===== src/rtl/mem_dma_master_if.sv =====
// Control and RAM-bus bundle for mem_dma_master.
// The master modport is the DMA engine's view; slave is the host/RAM side.
interface mem_dma_master_if #(
  parameter int unsigned ADDR_W = 32,
  parameter int unsigned DATA_W = 32,
  parameter int unsigned LEN_W  = 16
) ();
  logic              start;
  logic              mode;
  logic [ADDR_W-1:0] src;
  logic [ADDR_W-1:0] dst;
  logic [LEN_W-1:0]  len;
  logic [DATA_W-1:0] fill_value;
  logic              abort;
  logic              busy;
  logic              done;
  logic [LEN_W-1:0]  xfer_count;
  logic              mem_we;
  logic [ADDR_W-1:0] mem_addr;
  logic [DATA_W-1:0] mem_wdata;
  logic [DATA_W-1:0] mem_rdata;

  modport master (
    input  start, mode, src, dst, len, fill_value, abort, mem_rdata,
    output busy, done, xfer_count, mem_we, mem_addr, mem_wdata
  );

  modport slave (
    output start, mode, src, dst, len, fill_value, abort, mem_rdata,
    input  busy, done, xfer_count, mem_we, mem_addr, mem_wdata
  );
endinterface


===== src/rtl/mem_dma_master.sv =====
// DMA bus initiator for a single-port word RAM: COPY (read src, write dst) or FILL (constant).
// Optional MEM_DMA_CHECKSUM_EN adds a running sum of all written words on port checksum.
module mem_dma_master #(
  parameter int unsigned ADDR_W = 32,
  parameter int unsigned DATA_W = 32,
  parameter int unsigned LEN_W  = 16
) (
  input  logic              clk,
  input  logic              rst,
`ifdef MEM_DMA_CHECKSUM_EN
  output logic [DATA_W-1:0] checksum,
`endif
  mem_dma_master_if.master  bus
);

  typedef enum logic [1:0] {StIdle, StRead, StWrite, StDone} state_e;

  state_e            state_q, state_d;
  logic              mode_q, mode_d;
  logic [ADDR_W-1:0] src_ptr_q, src_ptr_d;
  logic [ADDR_W-1:0] dst_ptr_q, dst_ptr_d;
  logic [LEN_W-1:0]  remaining_q, remaining_d;
  logic [LEN_W-1:0]  xfer_count_q, xfer_count_d;
  // Holds the word read in READ for COPY, or the captured fill constant for FILL.
  logic [DATA_W-1:0] data_q, data_d;
`ifdef MEM_DMA_CHECKSUM_EN
  logic [DATA_W-1:0] checksum_q, checksum_d;
`else
  // No checksum state in this build.
`endif

  always_comb begin
    state_d      = state_q;
    mode_d       = mode_q;
    src_ptr_d    = src_ptr_q;
    dst_ptr_d    = dst_ptr_q;
    remaining_d  = remaining_q;
    xfer_count_d = xfer_count_q;
    data_d       = data_q;
`ifdef MEM_DMA_CHECKSUM_EN
    checksum_d   = checksum_q;
`endif

    unique case (state_q)
      StIdle: begin
        if (bus.start) begin
          mode_d       = bus.mode;
          src_ptr_d    = bus.src;
          dst_ptr_d    = bus.dst;
          remaining_d  = bus.len;
          xfer_count_d = '0;
          data_d       = bus.mode ? bus.fill_value : '0;
`ifdef MEM_DMA_CHECKSUM_EN
          checksum_d   = '0;
`endif
          if (bus.len == '0) begin
            state_d = StDone;
          end else begin
            state_d = bus.mode ? StWrite : StRead;
          end
        end
      end
      StRead: begin
        data_d  = bus.mem_rdata;
        state_d = bus.abort ? StIdle : StWrite;
      end
      StWrite: begin
        // The write in this cycle always lands, so bookkeeping advances even on abort.
        xfer_count_d = xfer_count_q + LEN_W'(1);
        src_ptr_d    = src_ptr_q + ADDR_W'(1);
        dst_ptr_d    = dst_ptr_q + ADDR_W'(1);
        remaining_d  = remaining_q - LEN_W'(1);
`ifdef MEM_DMA_CHECKSUM_EN
        checksum_d   = checksum_q + data_q;
`endif
        if (bus.abort) begin
          state_d = StIdle;
        end else if (remaining_q == LEN_W'(1)) begin
          state_d = StDone;
        end else begin
          state_d = mode_q ? StWrite : StRead;
        end
      end
      StDone: begin
        state_d = StIdle;
      end
      default: begin
        state_d = StIdle;
      end
    endcase
  end

  always_ff @(posedge clk or posedge rst) begin
    if (rst) begin
      state_q      <= StIdle;
      mode_q       <= 1'b0;
      src_ptr_q    <= '0;
      dst_ptr_q    <= '0;
      remaining_q  <= '0;
      xfer_count_q <= '0;
      data_q       <= '0;
`ifdef MEM_DMA_CHECKSUM_EN
      checksum_q   <= '0;
`endif
    end else begin
      state_q      <= state_d;
      mode_q       <= mode_d;
      src_ptr_q    <= src_ptr_d;
      dst_ptr_q    <= dst_ptr_d;
      remaining_q  <= remaining_d;
      xfer_count_q <= xfer_count_d;
      data_q       <= data_d;
`ifdef MEM_DMA_CHECKSUM_EN
      checksum_q   <= checksum_d;
`endif
    end
  end

  // Outputs decode straight from registered state so an async reset clears them at once.
  always_comb begin
    bus.busy       = (state_q == StRead) || (state_q == StWrite);
    bus.done       = (state_q == StDone);
    bus.mem_we     = (state_q == StWrite);
    bus.xfer_count = xfer_count_q;
    bus.mem_addr   = '0;
    bus.mem_wdata  = '0;
    unique case (state_q)
      StRead:  bus.mem_addr = src_ptr_q;
      StWrite: begin
        bus.mem_addr  = dst_ptr_q;
        bus.mem_wdata = data_q;
      end
      default: ;
    endcase
  end

`ifdef MEM_DMA_CHECKSUM_EN
  assign checksum = checksum_q;
`endif

endmodule


===== src/flat_wrapper.sv =====
// flat-port wrapper written by rule: the top's interface ports become plain ports
module mem_dma_master_flat 
#(
  parameter int unsigned ADDR_W = 32,
  parameter int unsigned DATA_W = 32,
  parameter int unsigned LEN_W  = 16
)
  (clk, rst, bus_start, bus_mode, bus_src, bus_dst, bus_len, bus_fill_value, bus_abort, bus_mem_rdata, bus_busy, bus_done, bus_xfer_count, bus_mem_we, bus_mem_addr, bus_mem_wdata);
  mem_dma_master_if #(.ADDR_W(ADDR_W), .DATA_W(DATA_W), .LEN_W(LEN_W)) bus_i ();
  input  logic clk;
  input  logic rst;
  input wire logic [$bits(bus_i.start)-1:0] bus_start;
  input wire logic [$bits(bus_i.mode)-1:0] bus_mode;
  input wire logic [$bits(bus_i.src)-1:0] bus_src;
  input wire logic [$bits(bus_i.dst)-1:0] bus_dst;
  input wire logic [$bits(bus_i.len)-1:0] bus_len;
  input wire logic [$bits(bus_i.fill_value)-1:0] bus_fill_value;
  input wire logic [$bits(bus_i.abort)-1:0] bus_abort;
  input wire logic [$bits(bus_i.mem_rdata)-1:0] bus_mem_rdata;
  output wire logic [$bits(bus_i.busy)-1:0] bus_busy;
  output wire logic [$bits(bus_i.done)-1:0] bus_done;
  output wire logic [$bits(bus_i.xfer_count)-1:0] bus_xfer_count;
  output wire logic [$bits(bus_i.mem_we)-1:0] bus_mem_we;
  output wire logic [$bits(bus_i.mem_addr)-1:0] bus_mem_addr;
  output wire logic [$bits(bus_i.mem_wdata)-1:0] bus_mem_wdata;
  assign bus_i.start = bus_start;
  assign bus_i.mode = bus_mode;
  assign bus_i.src = bus_src;
  assign bus_i.dst = bus_dst;
  assign bus_i.len = bus_len;
  assign bus_i.fill_value = bus_fill_value;
  assign bus_i.abort = bus_abort;
  assign bus_i.mem_rdata = bus_mem_rdata;
  assign bus_busy = bus_i.busy;
  assign bus_done = bus_i.done;
  assign bus_xfer_count = bus_i.xfer_count;
  assign bus_mem_we = bus_i.mem_we;
  assign bus_mem_addr = bus_i.mem_addr;
  assign bus_mem_wdata = bus_i.mem_wdata;
  mem_dma_master #(.ADDR_W(ADDR_W), .DATA_W(DATA_W), .LEN_W(LEN_W)) u_core (.clk(clk), .rst(rst), .bus(bus_i));
endmodule

===== config.mk =====
export PLATFORM = sky130hd
export DESIGN_NAME = mem_dma_master_flat
export DESIGN_NICKNAME = d
export VERILOG_FILES = /design/src/rtl/mem_dma_master_if.sv /design/src/rtl/mem_dma_master.sv /design/src/flat_wrapper.sv
export SDC_FILE = /design/constraint.sdc
export NUM_CORES = 1
export LEC_CHECK = 0
export ABC_AREA = 1
export CORE_MARGIN = 5
export CORE_UTILIZATION = 40
export CTS_BUF_LIST = sky130_fd_sc_hd__clkbuf_8
export DETAILED_ROUTE_END_ITERATION = 10
export PLACE_DENSITY = 0.74
export REMOVE_ABC_BUFFERS = 1
export SYNTH_ARGS = -nofsm -noshare
export SYNTH_HDL_FRONTEND = slang
export SYNTH_SLANG_ARGS = --single-unit

===== constraint.sdc =====
create_clock -name clk -period 7.1 [get_ports clk]
set_clock_uncertainty 0.15 [all_clocks]
set_input_delay 1.42 -clock clk [delete_from_list [all_inputs] [get_ports clk]]
set_output_delay 1.42 -clock clk [all_outputs]
set_load 0.05 [all_outputs]

# After elaboration in Yosys (flattened, before gate mapping)
# Index checks and enable logic that the tools add are counted.
[word_totals]
output_inout_bits = 83
regBits = 131
elab_cells = 45
inputBits = 149
[op_classes]
mux = 21
n_eq_ne = 5
addsub = 4
reduce_logical = 8
[op_table]
columns = ["op", "n"]
rows = [
  ["$pmux 32 s2", 4],
  ["$mux 32", 5],
  ["$add 32x1->32 const B", 2],
  ["$pmux 16 s2", 2],
  ["$mux 16", 2],
  ["$add 16x1->16 const B", 1],
  ["$eq 16x1->1 const B", 1],
  ["$logic_not 16->1", 1],
  ["$sub 16x1->16 const B", 1],
  ["$mux 2", 7],
  ["$pmux 2 s4", 1],
  ["$reduce_and 2->1", 3],
  ["$eq 2x2->1 const B", 2],
  ["$reduce_bool 2->1", 2],
  ["$eq 2x1->1 const B", 1],
  ["$logic_not 2->1", 1],
  ["$ne 2x2->1 const B", 1],
  ["$logic_or 1x1->1", 1],
]

# Logic depth before layout (Yosys ltp)
[logic_depth]
depth_word = 4
mapped_depth = 12
mapped_depth_nobuf = 11

# Worst setup path before layout
# Ideal clock, no wire load.
[synth_path]
path_kind = "register to output"
start = "reg u_core.state_q[0]"
end = "out bus_mem_addr[18]"
required_time_ns = 5.530
n_path_buf = 3
arrival_time_ns = 2.485
setup_slack_ns = 3.045
stages_incl_launch_ff = 8
cell_sequence = "dfrtp_1 -> inv_1 -> ha_1 -> buf_4 -> buf_2 -> buf_1 -> nand2_1 -> a21oi_1"
[synth_between]
elab_chain_cells = 2
[synth_lines]
columns = ["element", "line_no", "rtl"]
rows = [
  ["from (decl)", "mem_dma_master.sv:18", "state_e state_q, state_d;"],
  ["from (signal assigned)", "mem_dma_master.sv:95", "state_q <= StIdle;"],
  ["from (signal assigned)", "mem_dma_master.sv:106", "state_q <= state_d;"],
  ["$eq 2x2->1", "-", ""],
  ["named net bus_mem_we", "flat_wrapper.sv:23", "output wire logic [$bits(bus_i.mem_we)-1:0] bus_mem_we;"],
  ["$pmux 32 s2", "mem_dma_master.sv:127", "unique case (state_q)"],
  ["to (decl)", "flat_wrapper.sv:24", "output wire logic [$bits(bus_i.mem_addr)-1:0] bus_mem_addr;"],
]
# The timed path passes the listed nets, and every way through them passes these cells.

# Worst setup path after layout
[layout_path]
start = "reg u_core.state_q[0]"
end = "out bus_mem_we"
[layout_between]
elab_chain_cells = 1
[layout_lines]
columns = ["element", "line_no", "rtl"]
rows = [
  ["$eq 2x2->1", "mem_dma_master.sv:123", "bus.mem_we = (state_q == StWrite);"],
  ["to (decl)", "flat_wrapper.sv:23", ""],
]
# No other way between the ends.

==> run summary <==
Status - completed
Layout Area Growth over Synthesis - 31.35%
Register area - 0.003278 mm2
IO buf count - 231
Initial antenna violation count - 1
H-Tree Depth - 4
Post_cts resized - 0
CTS Hold Bufs - 0
Routed Antenna Nets - 0
Via count - 10400
Pre-Repair DR Iteration Count - 5
GR Overflow Total - 0
Die area - 0.02683 mm2
Unrepaired setup endpoints after global routing - false
Min-delay src - u_core.remaining_q[15]
Avg WL per Cell - 15.37 um
Yosys top cell area share - 34.65%
Mapped Area - 0.009460 mm2
#FFs+latches synth - 131
Commonest cells after routing, fill and taps aside - 521 x nand2_1, 231 x clkdlybuf4s50_1, 190 x nor2_1
Req. time, crit path - 5530 ps
NumNets Final - 1856
Setup crit start kind - flip-flop
Detailed Route Iter0 Violations - 818
R2R setup slack - 3390 ps
Hold Fails Final Rpt - 0
WP data arrival - 3370 ps
Core area - 0.02340 mm2
Multi-input logic area - 0.005244 mm2
Root Buffer - clkbuf_8
DR vias/cell - 5.119
Clock Path Buffers - 2
Share of layout cells above drive strength 1 - 5.202%
Synth async-reset ratio - 100.0%
Synth Flop Type - dfrtp_1
Avg Inst Size Synth - 6.278 um2
Critical Path Start - u_core.state_q[0]
Yosys warning count - 0
Setup violators final - 0
R2R depth - 10
GP Congestion - 0.9019
Synth Instances - 1507
TritonCTS buffer count - 17
Pin count of the biggest net entering global routing - 87
Pins Over Slew Limit - 0
Worst r2r src - u_core.state_q[0]
Post-synthesis cell type count - 39
VDD IR max - 0.3372 mV
Max Freq - 202.6 MHz
Fin crit share - 69.53%
Hold WS - 336.4 ps
Kind of critical path - flip-flop to output pin
Max_cap viols - 0
GRT Total Usage - 23.25%
Filler Cells Inserted - 2395
Worst-Skew Late Latency - 460 ps
Pleak - 5.674 nW
Post-DP HPWL - 22880 um
Vias in the first global route - 10010
CP Max Fanout - 86
DRT Wirelength - 31210 um
Clk slew on worst S/H paths - 80 ps
Commonest non-fill, non-tap cell in the layout - nand2_1
Hold WC Path Type - flip-flop to flip-flop
Rel. slew slack - 25.96%
Post-CTS Setup Repair Bufs - 0
Tmin final - 4936 ps
CP Capture Type - output pin
Count of flip-flops with a built-in enable after synthesis - 0
Worst slew pin tran - 1109 ps
Largest cells by area after synthesis - dfrtp_1 35%, nand2_1 21%, nor2_1 7.5%
Seq/Total Area, Yosys - 34.65%
Row cnt - 56
Area leader, netlist - dfrtp_1
Total power - 0.005455 W
First-pass GRT wire length - 50390 um
Starting density of the core - 40.42%
CTS Sinks - 131
I/O pins - 232
Power density over cell area - 439.0 mW/mm2
Die height - 163.8 um
CTS tree - built
DRC Markers - 0
Hold path depth - 2
Die W - 163.8 um
[report_power, final]
group,internal [W],switching (W),total (W)
Sequential,0.00110,0.000408,0.00150
Clock,0.000483,0.000326,0.000809
Combinational,0.000993,0.00215,0.00314
Total,0.00257,0.00288,0.00546
[area by class of cell]
class	count	area share, %
Antenna cell	1	0.02014
Sequential cell	131	26.38
Inverter	163	4.944
Multi-Input combinational cell	1144	42.20
Clock buffer	20	2.215
Clock inverter	12	1.813
Timing Repair Buffer	241	19.21
Tap cell	319	3.212
[kinds of logic after synthesis]
group | count (synthesis) | share of synthesized area, %
AO/OA/AOI/OAI | 214 | 12.51
flip-flops | 131 | 34.65
AND/OR/NAND/NOR | 916 | 41.03
XOR/XNOR | 5 | 0.4630
buffers and inverters | 232 | 10.16
adder cells (fa/ha/maj) | 9 | 1.190
[stage by stage]
| stage | cell area [um2] | setup WS [ps] | util [%] | cells | setup TNS, ps |
|---|---|---|---|---|---|
| after floorplan | 9111 | -88.90 | - | 1438 | -88.90 |
| after global placement | 11920 | 2713 | 50.95 | 1998 | 0 |
| after detailed placement | 11920 | 2684 | 50.95 | 1998 | 0 |
| after CTS | 12420 | 2183 | 53.08 | 2030 | 0 |
| after global routing | 12430 | 1974 | 53.10 | 2031 | 0 |
| final | 12430 | 2164 | 53.10 | 2031 | 0 |
[registers in the layout, summed over array words and instances, names as in the netlist]
name / flops
u_core.bus.xfer_count: 16
u_core.remaining_q: 16
u_core.dst_ptr_q: 32
u_core.mode_q: 1
u_core.src_ptr_q: 32
u_core.data_q: 32
u_core.state_q: 2
[synth_stat cells, types with 2 or more instances]
| library cell | number |
|---|---|
| nand2_2 | 7 |
| buf_4 | 5 |
| a21oi_1 | 82 |
| o21ai_0 | 54 |
| or2_2 | 3 |
| buf_6 | 4 |
| a31oi_1 | 37 |
| nand2_4 | 4 |
| nand4_1 | 25 |
| inv_1 | 160 |
| nor2_2 | 14 |
| nor3_1 | 17 |
| buf_2 | 33 |
| o21a_1 | 2 |
| o21ai_1 | 13 |
| nand3b_1 | 12 |
| xor2_1 | 3 |
| o22ai_1 | 6 |
| ha_1 | 9 |
| clkbuf_1 | 17 |
| nor2_4 | 7 |
| nand2_1 | 521 |
| o211ai_1 | 12 |
| dfrtp_1 | 131 |
| inv_2 | 3 |
| nor2_1 | 190 |
| xnor2_1 | 2 |
| nand3_1 | 112 |
| a21boi_0 | 3 |
| buf_1 | 10 |
[routing by layer]
metal / vias to the layer above / track usage, % / share of wire, %
li1: 5208 / - / -
met1: 4743 / 30.71 / 44
met2: 385 / 37.11 / 45
met3: 61 / 5.721 / 8.2
met4: 0 / 8.464 / 3.3
met5: - / 0 / 0
[final timing paths]
kind | to
max | bus_mem_we
min | u_core.remaining_q[15]
max reg2reg | u_core.bus.xfer_count[8]
min reg2reg | u_core.remaining_q[15]
max in group asynchronous | u_core.dst_ptr_q[11]
min in group asynchronous | u_core.data_q[15]
[critical path, cell delays in order, from the launching register on]
cell	delay, ps
dfrtp_1	410
inv_1	150
ha_4	740
buf_4	610
clkdlybuf4s50_1	920
No activity file was read; power rests on OpenSTA's default activity.
